$ cat config.mk
export PLATFORM = sky130hd
export DESIGN_NAME = pc_sequencer
export DESIGN_NICKNAME = d
export VERILOG_FILES = /design/src/rtl/pc_seq_pkg.sv /design/src/rtl/pc_next_sel.sv /design/src/rtl/pc_sequencer.sv
export SDC_FILE = /design/constraint.sdc
export NUM_CORES = 1
export LEC_CHECK = 0
export CAP_MARGIN = 20
export CORE_ASPECT_RATIO = 0.9
export CORE_MARGIN = 2
export CORE_UTILIZATION = 38
export DETAILED_ROUTE_END_ITERATION = 6
export PLACE_DENSITY = 0.73
export SLEW_MARGIN = 10
export SYNTH_ARGS = -nofsm -noshare
export SYNTH_HDL_FRONTEND = slang
export SYNTH_HIERARCHICAL = 1
export SYNTH_SLANG_ARGS = --single-unit
$ cat constraint.sdc
create_clock -name clk -period 2.61 [get_ports clk]
set_clock_uncertainty 0.15 [all_clocks]
set_input_delay 0.6525 -clock clk [delete_from_list [all_inputs] [get_ports clk]]
set_output_delay 0.6525 -clock clk [all_outputs]
set_load 0.1 [all_outputs]
$ cat src/rtl/pc_seq_pkg.sv
// rtl/pc_seq_pkg.sv - shared types and constants for the next-PC sequencer
package pc_seq_pkg;

  typedef enum logic {
    ST_RUN  = 1'b0,
    ST_HALT = 1'b1
  } state_t;

  localparam int PC_STEP = 4;

  typedef enum logic [2:0] {
    SRC_SEQ  = 3'd0,
    SRC_BR   = 3'd1,
    SRC_JMP  = 3'd2,
    SRC_TRAP = 3'd3,
    SRC_HOLD = 3'd4
  } src_t;

endpackage

$ cat src/rtl/pc_next_sel.sv
// rtl/pc_next_sel.sv - combinational next-PC source priority and misalignment check
module pc_next_sel
  import pc_seq_pkg::*;
#(
  parameter int                ADDR_W    = 8,
  parameter logic [ADDR_W-1:0] TRAP_ADDR = ADDR_W'(8'hF0)
) (
  input  logic              rst,
  input  state_t            state,
  input  logic [ADDR_W-1:0] pc_current_address,
  input  logic              branch_taken,
  input  logic [ADDR_W-1:0] branch_target,
  input  logic              jump_valid,
  input  logic [ADDR_W-1:0] jump_target,
  input  logic              md_busy,
  input  logic              halt_req,
  input  logic              resume,
  output logic [ADDR_W-1:0] pc_target_addr,
  output logic              load,
  output src_t              src
);

  logic [ADDR_W-1:0] cand;
  logic              cand_misaligned;

  assign cand            = jump_valid ? jump_target : branch_target;
  assign cand_misaligned = (cand[1:0] != 2'b00);

  always_comb begin
    src = SRC_HOLD;
    if (rst) begin
      src = SRC_HOLD;
    end else if (state == ST_HALT) begin
      src = resume ? SRC_SEQ : SRC_HOLD;
    end else if (md_busy || halt_req) begin
      src = SRC_HOLD;
    end else if (jump_valid) begin
      src = cand_misaligned ? SRC_TRAP : SRC_JMP;
    end else if (branch_taken) begin
      src = cand_misaligned ? SRC_TRAP : SRC_BR;
    end else begin
      src = SRC_SEQ;
    end
  end

  always_comb begin
    pc_target_addr = pc_current_address;
    case (src)
      SRC_SEQ:  pc_target_addr = pc_current_address + ADDR_W'(PC_STEP);
      SRC_BR:   pc_target_addr = branch_target;
      SRC_JMP:  pc_target_addr = jump_target;
      SRC_TRAP: pc_target_addr = TRAP_ADDR;
      default:  pc_target_addr = rst ? '0 : pc_current_address;
    endcase
  end

  assign load = (src != SRC_HOLD);

endmodule

$ cat src/rtl/pc_sequencer.sv
// rtl/pc_sequencer.sv - next-PC controller with trap capture, halt state and retire counter
module pc_sequencer
  import pc_seq_pkg::*;
#(
  parameter int                ADDR_W    = 8,
  parameter logic [ADDR_W-1:0] TRAP_ADDR = ADDR_W'(8'hF0),
  parameter int                CNT_W     = 16
) (
  input  logic              clk,
  input  logic              rst,
  input  logic [ADDR_W-1:0] pc_current_address,
  input  logic              branch_taken,
  input  logic [ADDR_W-1:0] branch_target,
  input  logic              jump_valid,
  input  logic [ADDR_W-1:0] jump_target,
  input  logic              md_busy,
  input  logic              halt_req,
  input  logic              resume,
  output logic [ADDR_W-1:0] pc_target_addr,
  output logic              load,
  output logic [ADDR_W-1:0] epc,
  output logic              trap,
  output logic              halted,
  output logic [CNT_W-1:0]  instret
);

  state_t state;
  src_t   src;

  pc_next_sel #(
    .ADDR_W    (ADDR_W),
    .TRAP_ADDR (TRAP_ADDR)
  ) u_sel (
    .rst                (rst),
    .state              (state),
    .pc_current_address (pc_current_address),
    .branch_taken       (branch_taken),
    .branch_target      (branch_target),
    .jump_valid         (jump_valid),
    .jump_target        (jump_target),
    .md_busy            (md_busy),
    .halt_req           (halt_req),
    .resume             (resume),
    .pc_target_addr     (pc_target_addr),
    .load               (load),
    .src                (src)
  );

  always_ff @(posedge clk) begin
    if (rst) begin
      state   <= ST_RUN;
      halted  <= 1'b0;
      epc     <= '0;
      trap    <= 1'b0;
      instret <= '0;
    end else begin
      trap <= (src == SRC_TRAP);
      if (src == SRC_TRAP) epc <= pc_current_address;
      // Trap redirects load the PC but do not retire the faulting instruction.
      if (load && (src != SRC_TRAP)) instret <= instret + 1'b1;
      case (state)
        ST_RUN: begin
          if (!md_busy && halt_req) begin
            state  <= ST_HALT;
            halted <= 1'b1;
          end
        end
        ST_HALT: begin
          if (resume) begin
            state  <= ST_RUN;
            halted <= 1'b0;
          end
        end
        default: begin
          state  <= ST_RUN;
          halted <= 1'b0;
        end
      endcase
    end
  end

endmodule

# Word level (Yosys, flattened, before mapping)
# Cells that the tools add are included.
[totals]
regBits = 27
in_bits = 31
out_inout_bits = 35
[classes]
addsub = 2
eq_ne = 7
n_mux = 17
bitwise_logic = 1
n_reduce_logical = 7
[op_table]
columns = ["cell", "n"]
rows = [
  ["case mux 8 bit (4 select lines)", 1],
  ["2-to-1 mux 3 bit", 6],
  ["adder 16 x 1 -> 16 bit (second input constant)", 1],
  ["adder 8 x 3 -> 8 bit (second input constant)", 1],
  ["2-to-1 mux 8 bit", 1],
  ["equality test 3 x 2 -> 1 bit (second input constant)", 2],
  ["2-to-1 mux 1 bit", 5],
  ["2-to-1 mux 2 bit", 2],
  ["inequality test 2 bit (second input constant)", 2],
  ["case mux 1 bit (2 select lines)", 2],
  ["equality test 3 x 1 -> 1 bit (second input constant)", 1],
  ["logical NOT 3 bit", 1],
  ["inequality test 3 x 2 -> 1 bit (second input constant)", 1],
  ["inequality test 3 bit (second input constant)", 1],
  ["logical AND 1 bit", 2],
  ["AND reduction 2 bit", 1],
  ["nonzero test 2 bit", 1],
  ["logical NOT 1 bit", 1],
  ["logical OR 1 bit", 1],
  ["inverter 1 bit", 1],
]

# Logic depth before layout (Yosys ltp)
# Gate-level depths: netlist (run 1).
[depth]
ltp_word = 10
depth_mapped = 10
depth_no_buf = 8

# Modules after synthesis
# Netlist (run 1), hierarchy kept.
[modules_own_cells]
columns = ["mod", "instances", "cells_each", "area_per_inst_um2"]
rows = [
  ["pc_sequencer", 1, 131, 1141.1],
  ["pc_next_sel", 1, 61, 397.9],
]

# Least setup slack after synthesis (run 1)
# Ideal clock, no wire load.
[synth_path]
path_kind = "input port to output port"
startpoint = "input port halt_req"
endpoint = "output port pc_target_addr[7]"
arrival_time_ps = 4442
t_required_ps = 1808
path_slack_ps = -2634
cell_stages = 5
path_cell_list = "nor3_1 > a21oi_1 > nor2_1 > inv_1 > o22ai_1"
[synth_between]
elab_chain_cells = 6
elab_cells_between_ends = 9
cone_classes = "eq/ne (3); mux (4); reduce/logical (2)"
[synth_lines]
columns = ["item", "line", "rtl"]
rows = [
  ["start: declaration", "pc_sequencer.sv:17", "input logic halt_req,"],
  ["logical OR 1 bit *", "pc_next_sel.sv:35", "end else if (md_busy || halt_req) begin"],
  ["2-to-1 mux 3 bit *", "pc_next_sel.sv:35", ""],
  ["2-to-1 mux 3 bit *", "pc_next_sel.sv:33", "end else if (state == ST_HALT) begin"],
  ["2-to-1 mux 3 bit *", "pc_next_sel.sv:31", "if (rst) begin"],
  ["named net src[2]", "pc_sequencer.sv:28", "src_t src;"],
  ["equality test 3 x 2 -> 1 bit (tied with other cells)", "pc_next_sel.sv:48", "case (src)"],
  ["case mux 8 bit (4 select lines) *", "pc_next_sel.sv:48", ""],
  ["end: declaration", "pc_sequencer.sv:19", "output logic [ADDR_W-1:0] pc_target_addr,"],
]
# The timed path passes the listed nets; every way through them passes the cells marked *.

# Worst setup path after layout (run 1)
[layout_path]
startpoint = "input port branch_taken"
endpoint = "output port pc_target_addr[5]"
[layout_between]
elab_chain_cells = 7
elab_cells_between_ends = 10
cone_classes = "eq/ne (3); mux (6); reduce/logical (1)"
[layout_lines]
columns = ["item", "line", "rtl"]
rows = [
  ["start: declaration", "pc_sequencer.sv:12", "input logic branch_taken,"],
  ["2-to-1 mux 3 bit *", "pc_next_sel.sv:39", "end else if (branch_taken) begin"],
  ["2-to-1 mux 3 bit *", "pc_next_sel.sv:37", "end else if (jump_valid) begin"],
  ["2-to-1 mux 3 bit *", "pc_next_sel.sv:35", ""],
  ["2-to-1 mux 3 bit *", "pc_next_sel.sv:33", ""],
  ["2-to-1 mux 3 bit *", "pc_next_sel.sv:31", ""],
  ["equality test 3 x 2 -> 1 bit (tied with other cells)", "pc_next_sel.sv:48", ""],
  ["case mux 8 bit (4 select lines) *", "pc_next_sel.sv:48", ""],
]
# Mark *: on every way between the ends. The rest lies on a longest branch, timed or not.

==> out/results.txt, run 1 <==
Status: finished with violations
Failing checks: negative setup slack
Fin. max-slew vios: 0
Pint: 0.6970 mW
P&R area growth vs syn: 94.15%
CP Capture Type: output port
RD Place Congestion: 0.7896
Setup tns final: -1.319 ns
Worst path arrival time: 2.07 ns
Pre-CTS setup slack: -0.6866 ns
Die area: 4576 um^2
Final core occ: 78.42%
Starting Density: 40.39%
Clk pwr share: 22.9%
Worst Path Required: 1.81 ns
CP bufs+invs: 2
Ant diodes: 0
Worst hold slack: 0.3158 ns
Library cells used by synthesis: 48
Post-route ant nets: 0
Post-synth ARST share: 0%
Design Area, Final: 2988 um^2
Share of power burned in registers: 40.5%
CP Launch Type: input port
Post-Syn Area: 1539 um^2
Global-route wire length before repair: 8.259 mm
Fmax: 348.2 MHz
Switching Fraction: 32.91%
Slew @ Worst Pin: 0.4298 ns
Area leader, netlist: dfxtp_1
Grt ovf: 0
Fin cells: 347
Most common cell in the netlist: dfxtp_1
CTS tree: done
Vias in the first global route: 1,797
H-tree depth: 1
Num Clock Sinks: 27
Synth area leaders: dfxtp_1 35%, nand2_1 5.9%, nor2_1 5.9%
Static leakage: 1.202 nW
DRT Wirelength: 5.095 mm
PnR Total Power: 1.039 mW
Final setup fails: 7
Fin. Hold Viols: 0
Total GRT Usage: 22.50%
DPL Wire Length: 3.679 mm
Die Ht: 64.38 um
Rel. slew slack: 71.35%
FF+latch count, synth: 27
Max Root-Sink Buffers: 2
Post-synth EDFFs: 0
Ys flop type: dfxtp_1
Max VDD drop: 0.3702 mV
RSZ-0062 raised after global routing: yes
WL/cell: 14.68 um
Sequential-to-total area share from yosys stat: 35.12%
Initial antenna violation count: 0
Largest net degree at the start of global routing: 36
Combinational share of power: 36.6%
Min-Delay Path Depth: 2
NetSw: 0.3419 mW
Proportion of layout cells with a drive suffix above 1: 47.84%
Vias: 1,839
IO Pins: 66
Period Utilization, post-route: 110.0%
Post-synth top area share: 35.12%
Max cap viols: 0
Reg clk slew, reported paths: 0.08 ns
Fillcell total: 274
Vias per cell: 5.300
Clock root buffer: clkbuf_8
Final nets: 335
CTS Buf Count: 3
Critical Path Stages: 6
Area after DPL: 2673 um^2
Critical path's largest stage delay: 0.46 ns
Crit path kind: input port to output port
YS warnings: 6
Die Wd: 71.08 um
Synthesized Nets: 225
Top cell types by occurrence after synthesis: 27 x dfxtp_1, 24 x nand2_1, 24 x nor2_1, 15 x a21oi_1, 13 x nand3_1
Worst r2r path cells: 10
Core Area: 3810 um^2
DR iter-0 viols: 63
Detailed-route DRC error count: 0
Tmin final: 2.872 ns
# placed instances: 334
Worst-Skew Late Latency: 0.28 ns
I/O Buffers: 65
Post-route setup slack: -0.2623 ns
Cell Chain, Critical Path: buf_8 -> or2_4 -> a21oi_2 -> or4b_1 -> nand4_1 -> buf_12
Max FO, Critical Path: 5
Family with the most delay on the worst path: simple AND/OR/NAND/NOR gates
Pwr Density: 347.7 nW/um^2
# rows: 21
Initial DRT Pass Iterations: 5
Hold Crit Class: flop to flop
Post-Syn Area per Cell: 8.016 um^2
Slowest CP cell: or4b_1
Mapped Cells: 192
[timing repair]
item | in CTS | in global routing
endpoints found under the setup margin | 31 | 13
hold buffers | 0 | 0
resized for setup | 65 | 33
buffers inserted | 3 | 9
pin swaps | 16 | 17
[worst reg2reg max path, stage by stage (launching register included)]
cell and delay (ns):
dfxtp_1 0.39, buf_4 0.19, nor4_4 0.28, and3_4 0.25, buf_6 0.12, buf_6 0.10, and3b_2 0.22, buf_4 0.22
nor2_4 0.06, nand3_2 0.09, mux2_4 0.29
[final timing paths]
check | from | slack [ns] | to
setup / recovery | branch_taken | -0.26 | pc_target_addr[5]
hold / removal | epc[3] | 0.32 | epc[3]
setup reg to reg | state | 0.14 | instret[12]
hold reg to reg | epc[3] | 0.32 | epc[3]
[cell usage in the layout, fill, tap and decap left out, types with 6 or more instances in the layout]
| cell type | netlist | routed |
|---|---|---|
| buf_4 | 0 | 60 |
| nand2_1 | 24 | 23 |
| buf_6 | 2 | 18 |
| nor2_1 | 24 | 22 |
| xnor2_1 | 8 | 8 |
| nor2b_1 | 6 | 6 |
| dfxtp_1 | 27 | 27 |
| clkdlybuf4s50_1 | 0 | 14 |
| a21oi_1 | 15 | 13 |
| buf_12 | 0 | 11 |
| nand3_1 | 13 | 7 |
[area by class of cell]
class,instances,area [um^2],area share [%]
inverter,6,22.52,0.7538
clock buffer,4,45.04,1.508
sequential,27,540.5,18.09
tap,46,57.56,1.926
timing repair buffer,113,1101,36.85
multi-input combinational,151,1221,40.87
[kinds of logic after synthesis]
family,share of synthesized area [%]
multiplexers,3.577
AO/OA/AOI/OAI,13.41
buffers and inverters,4.471
flip-flops,35.12
AND/OR/NAND/NOR,36.10
XOR/XNOR,5.691
adder cells (fa/ha/maj),1.626
[metal layers]
layer / up-vias / global-route usage, % / wire length, um
met5: - / 0 / 0
met4: 0 / 5.425 / 35
met3: 6 / 4.101 / 232
met2: 49 / 39.02 / 2522
li1: 900 / - / -
met1: 884 / 28.82 / 2305
[flip-flops by register name, indices dropped and copies added (netlist names)]
| name | cells |
|---|---|
| epc | 8 |
| state | 1 |
| instret | 16 |
| halted | 1 |
| trap | 1 |
[power groups by stage]
stage                     Sequential (mW)  Combinational (mW)  Clock, mW
after CTS                           0.420               0.357      0.237
after floorplan                     0.449               0.156          0
after global placement              0.430               0.337          0
after detailed placement            0.430               0.341          0
after global routing                0.421               0.398      0.267
final                               0.421               0.380      0.238
Note: power is estimated with default switching activity, not from simulation.
==> run 2: changes to the inputs <==
Settings changed: ABC_AREA set to 0, CAP_MARGIN 20 to unset, CORE_UTILIZATION 38 to 32, PLACE_DENSITY 0.73 to 0.63.
==> run 2 against run 1 <==
Effect of this change: the flow still finishes with violations (negative setup slack); critical path type unchanged; wire length fell by 7.5%; critical endpoint is now pc_target_addr[7]; maximum frequency rose by 0.33%; worst hold slack got worse by 0.0060 ns; highest routed layer unchanged; total power fell by 2.3%; via count fell by 4.4%; register-to-register slack improved by 0.10 ns.
==> out/results.txt, run 2 (synthesized netlist as in run 1, its figures left out) <==
Initial DRT Pass Iterations: 4 (was 5)
Reg with most FFs: instret (unchanged)
Most common cell after layout, fill and taps aside: buf_4 (unchanged)
Fin. max-slew vios: 0 (unchanged)
Die Wd: 77.10 um (was 71.08 um)
Fmax: 349.3 MHz (was 348.2 MHz)
Final nets: 330 (was 335)
Max Root-Sink Buffers: 2 (unchanged)
Final core occ: 64.17% (was 78.42%)
Worst path arrival time: 2.06 ns (was 2.07 ns)
Worst-Skew Late Latency: 0.27 ns (was 0.28 ns)
CTS tree: done (unchanged)
Worst Path Required: 1.81 ns (about the same)
Hold wc startpoint: epc[1] (was epc[3])
H-tree depth: 1 (unchanged)
Period Utilization, post-route: 109.7% (was 110.0%)
Num Clock Sinks: 27 (unchanged)
RSZ-0062 raised after global routing: yes (unchanged)
Core Area: 4547 um^2 (was 3810 um^2)
Grt ovf: 0 (unchanged)
Starting Density: 33.85% (was 40.39%)
GR peak layer: met2 (unchanged)
Post-route ant nets: 0 (unchanged)
Crit Reg-Reg Startpoint: state (unchanged)
P&R area growth vs syn: 89.59% (was 94.15%)
Failing checks: negative setup slack (unchanged)
DRT Wirelength: 4.711 mm (was 5.095 mm)
Crit path kind: input port to output port (unchanged)
Clk pwr share: 23.0% (was 22.9%)
Commonest non-fill, non-tap cells in the layout: 58 x buf_4, 27 x dfxtp_1, 23 x nand2_1, 22 x nor2_1 (was 60 x buf_4, 27 x dfxtp_1, 23 x nand2_1, 22 x nor2_1, 18 x buf_6)
Detailed-route DRC error count: 0 (unchanged)
PnR Total Power: 1.015 mW (was 1.039 mW)
Slew @ Worst Pin: 0.3242 ns (was 0.4298 ns)
Vias: 1,759 (was 1,839)
Combinational share of power: 35.6% (was 36.6%)
Global-route wire length before repair: 7.990 mm (was 8.259 mm)
Largest net degree at the start of global routing: 32 (was 36)
CP Capture Type: output port (unchanged)
DR iter-0 viols: 82 (was 63)
Initial antenna violation count: 0 (unchanged)
Min-Delay Path Depth: 2 (unchanged)
GRT met3 Usage: 3.646% (was 4.101%)
Met1 Use GR: 26.35% (was 28.82%)
Status: finished with violations (unchanged)
Met2 Usage GRT: 27.58% (was 39.02%)
Pwr Density: 347.9 nW/um^2 (was 347.7 nW/um^2)
Post-route setup slack: -0.2527 ns (was -0.2623 ns)
Vias in the first global route: 1,643 (was 1,797)
Hold Crit Class: flop to flop (unchanged)
NetSw: 0.3333 mW (was 0.3419 mW)
I/O Buffers: 65 (unchanged)
Static leakage: 1.166 nW (was 1.202 nW)
Share of power burned in registers: 41.4% (was 40.5%)
CTS Buf Count: 3 (unchanged)
Worst r2r path cells: 10 (unchanged)
IO Pins: 66 (unchanged)
Largest registers: instret: 16 flops, epc: 8 flops (unchanged)
DPL Wire Length: 3.587 mm (was 3.679 mm)
WL/cell: 13.16 um (was 14.68 um)
Clock root buffer: clkbuf_8 (unchanged)
Max cap viols: 0 (unchanged)
Die Ht: 69.79 um (was 64.38 um)
Total GRT Usage: 18.04% (was 22.50%)
Max FO, Critical Path: 4 (was 5)
Rel. slew slack: 78.32% (was 71.35%)
Reg clk slew, reported paths: 0.09 ns (was 0.08 ns)
RD Place Congestion: 0.8574 (was 0.7896)
Tmin final: 2.863 ns (was 2.872 ns)
Max VDD drop: 0.2939 mV (was 0.3702 mV)
Final setup fails: 9 (was 7)
Vias per cell: 4.913 (was 5.300)
Die area: 5381 um^2 (was 4576 um^2)
Switching Fraction: 32.84% (was 32.91%)
CP Launch Point: md_busy (was branch_taken)
Pint: 0.6817 mW (was 0.6970 mW)
Ant diodes: 0 (unchanged)
Max reg flops: 16 (unchanged)
Fin. Hold Viols: 0 (unchanged)
CP Launch Type: input port (unchanged)
Proportion of layout cells with a drive suffix above 1: 44.59% (was 47.84%)
# rows: 23 (was 21)
==> run 2: power by group through the flow <==
stage / Combinational [mW] / Sequential [mW] / Clock (mW)
global route: 0.377 / 0.421 / 0.260
detailed placement: 0.337 / 0.430 / 0
global placement: 0.336 / 0.430 / 0
floorplan: 0.156 / 0.449 / 0
CTS: 0.357 / 0.420 / 0.240
finish: 0.361 / 0.420 / 0.234
==> run 2: layer usage <==
| layer | share of wire (%) | wire length, um | vias up |
|---|---|---|---|
| met2 | 45 | 2124 | 37 |
| met5 | 0 | 0 | - |
| met1 | 50 | 2358 | 824 |
| met4 | 0.76 | 36 | 0 |
| li1 | - | - | 892 |
| met3 | 4.1 | 191 | 6 |
==> run 2: critical path, cell delays in order <==
cell,delay [ns]
buf_6,0.10
or4_4,0.58
buf_4,0.17
nor4_4,0.14
a211oi_2,0.09
o22ai_4,0.13
buf_12,0.19
==> run 2: layout make-up <==
type / count / area [um^2]
inverters: 6 / 22.52
fillers: 407 / 1629
multi-input cells: 151 / 1194
clock buffers: 3 / 41.29
well taps: 62 / 77.57
repair buffers: 108 / 1037
clock inverters: 1 / 5.005
flip-flops and latches: 27 / 540.5
==> run 2: worst paths after layout <==
| path | slack, ns | end |
|---|---|---|
| setup reg to reg | 0.24 | instret[13] |
| hold reg to reg | 0.31 | epc[1] |
| hold / removal | 0.31 | epc[1] |
| setup / recovery | -0.25 | pc_target_addr[7] |
==> run 2: per-stage QoR <==
step / std cells / area, um^2 / worst slack, ns / hold WS (ns) / setup TNS [ns]
floorplan: 192 / 1698 / -0.5357 / 0.4769 / -4.630
global placement: 348 / 2678 / -0.6538 / 0.2931 / -13.74
detailed placement: 348 / 2678 / -0.6566 / 0.2995 / -14.52
CTS: 355 / 2868 / -0.2409 / 0.3124 / -1.109
global route: 358 / 2918 / -0.3125 / 0.3313 / -1.898
finish: 358 / 2918 / -0.2527 / 0.3098 / -1.285
==> run 2: timing repair <==
item / 4_1_cts / 5_1_grt
gates resized for setup: 72 / 8
pin swaps: 19 / 13
setup endpoints to repair: 23 / 13
hold buffers: 0 / 0
setup buffers: 4 / 3
cloned: 0 / 0
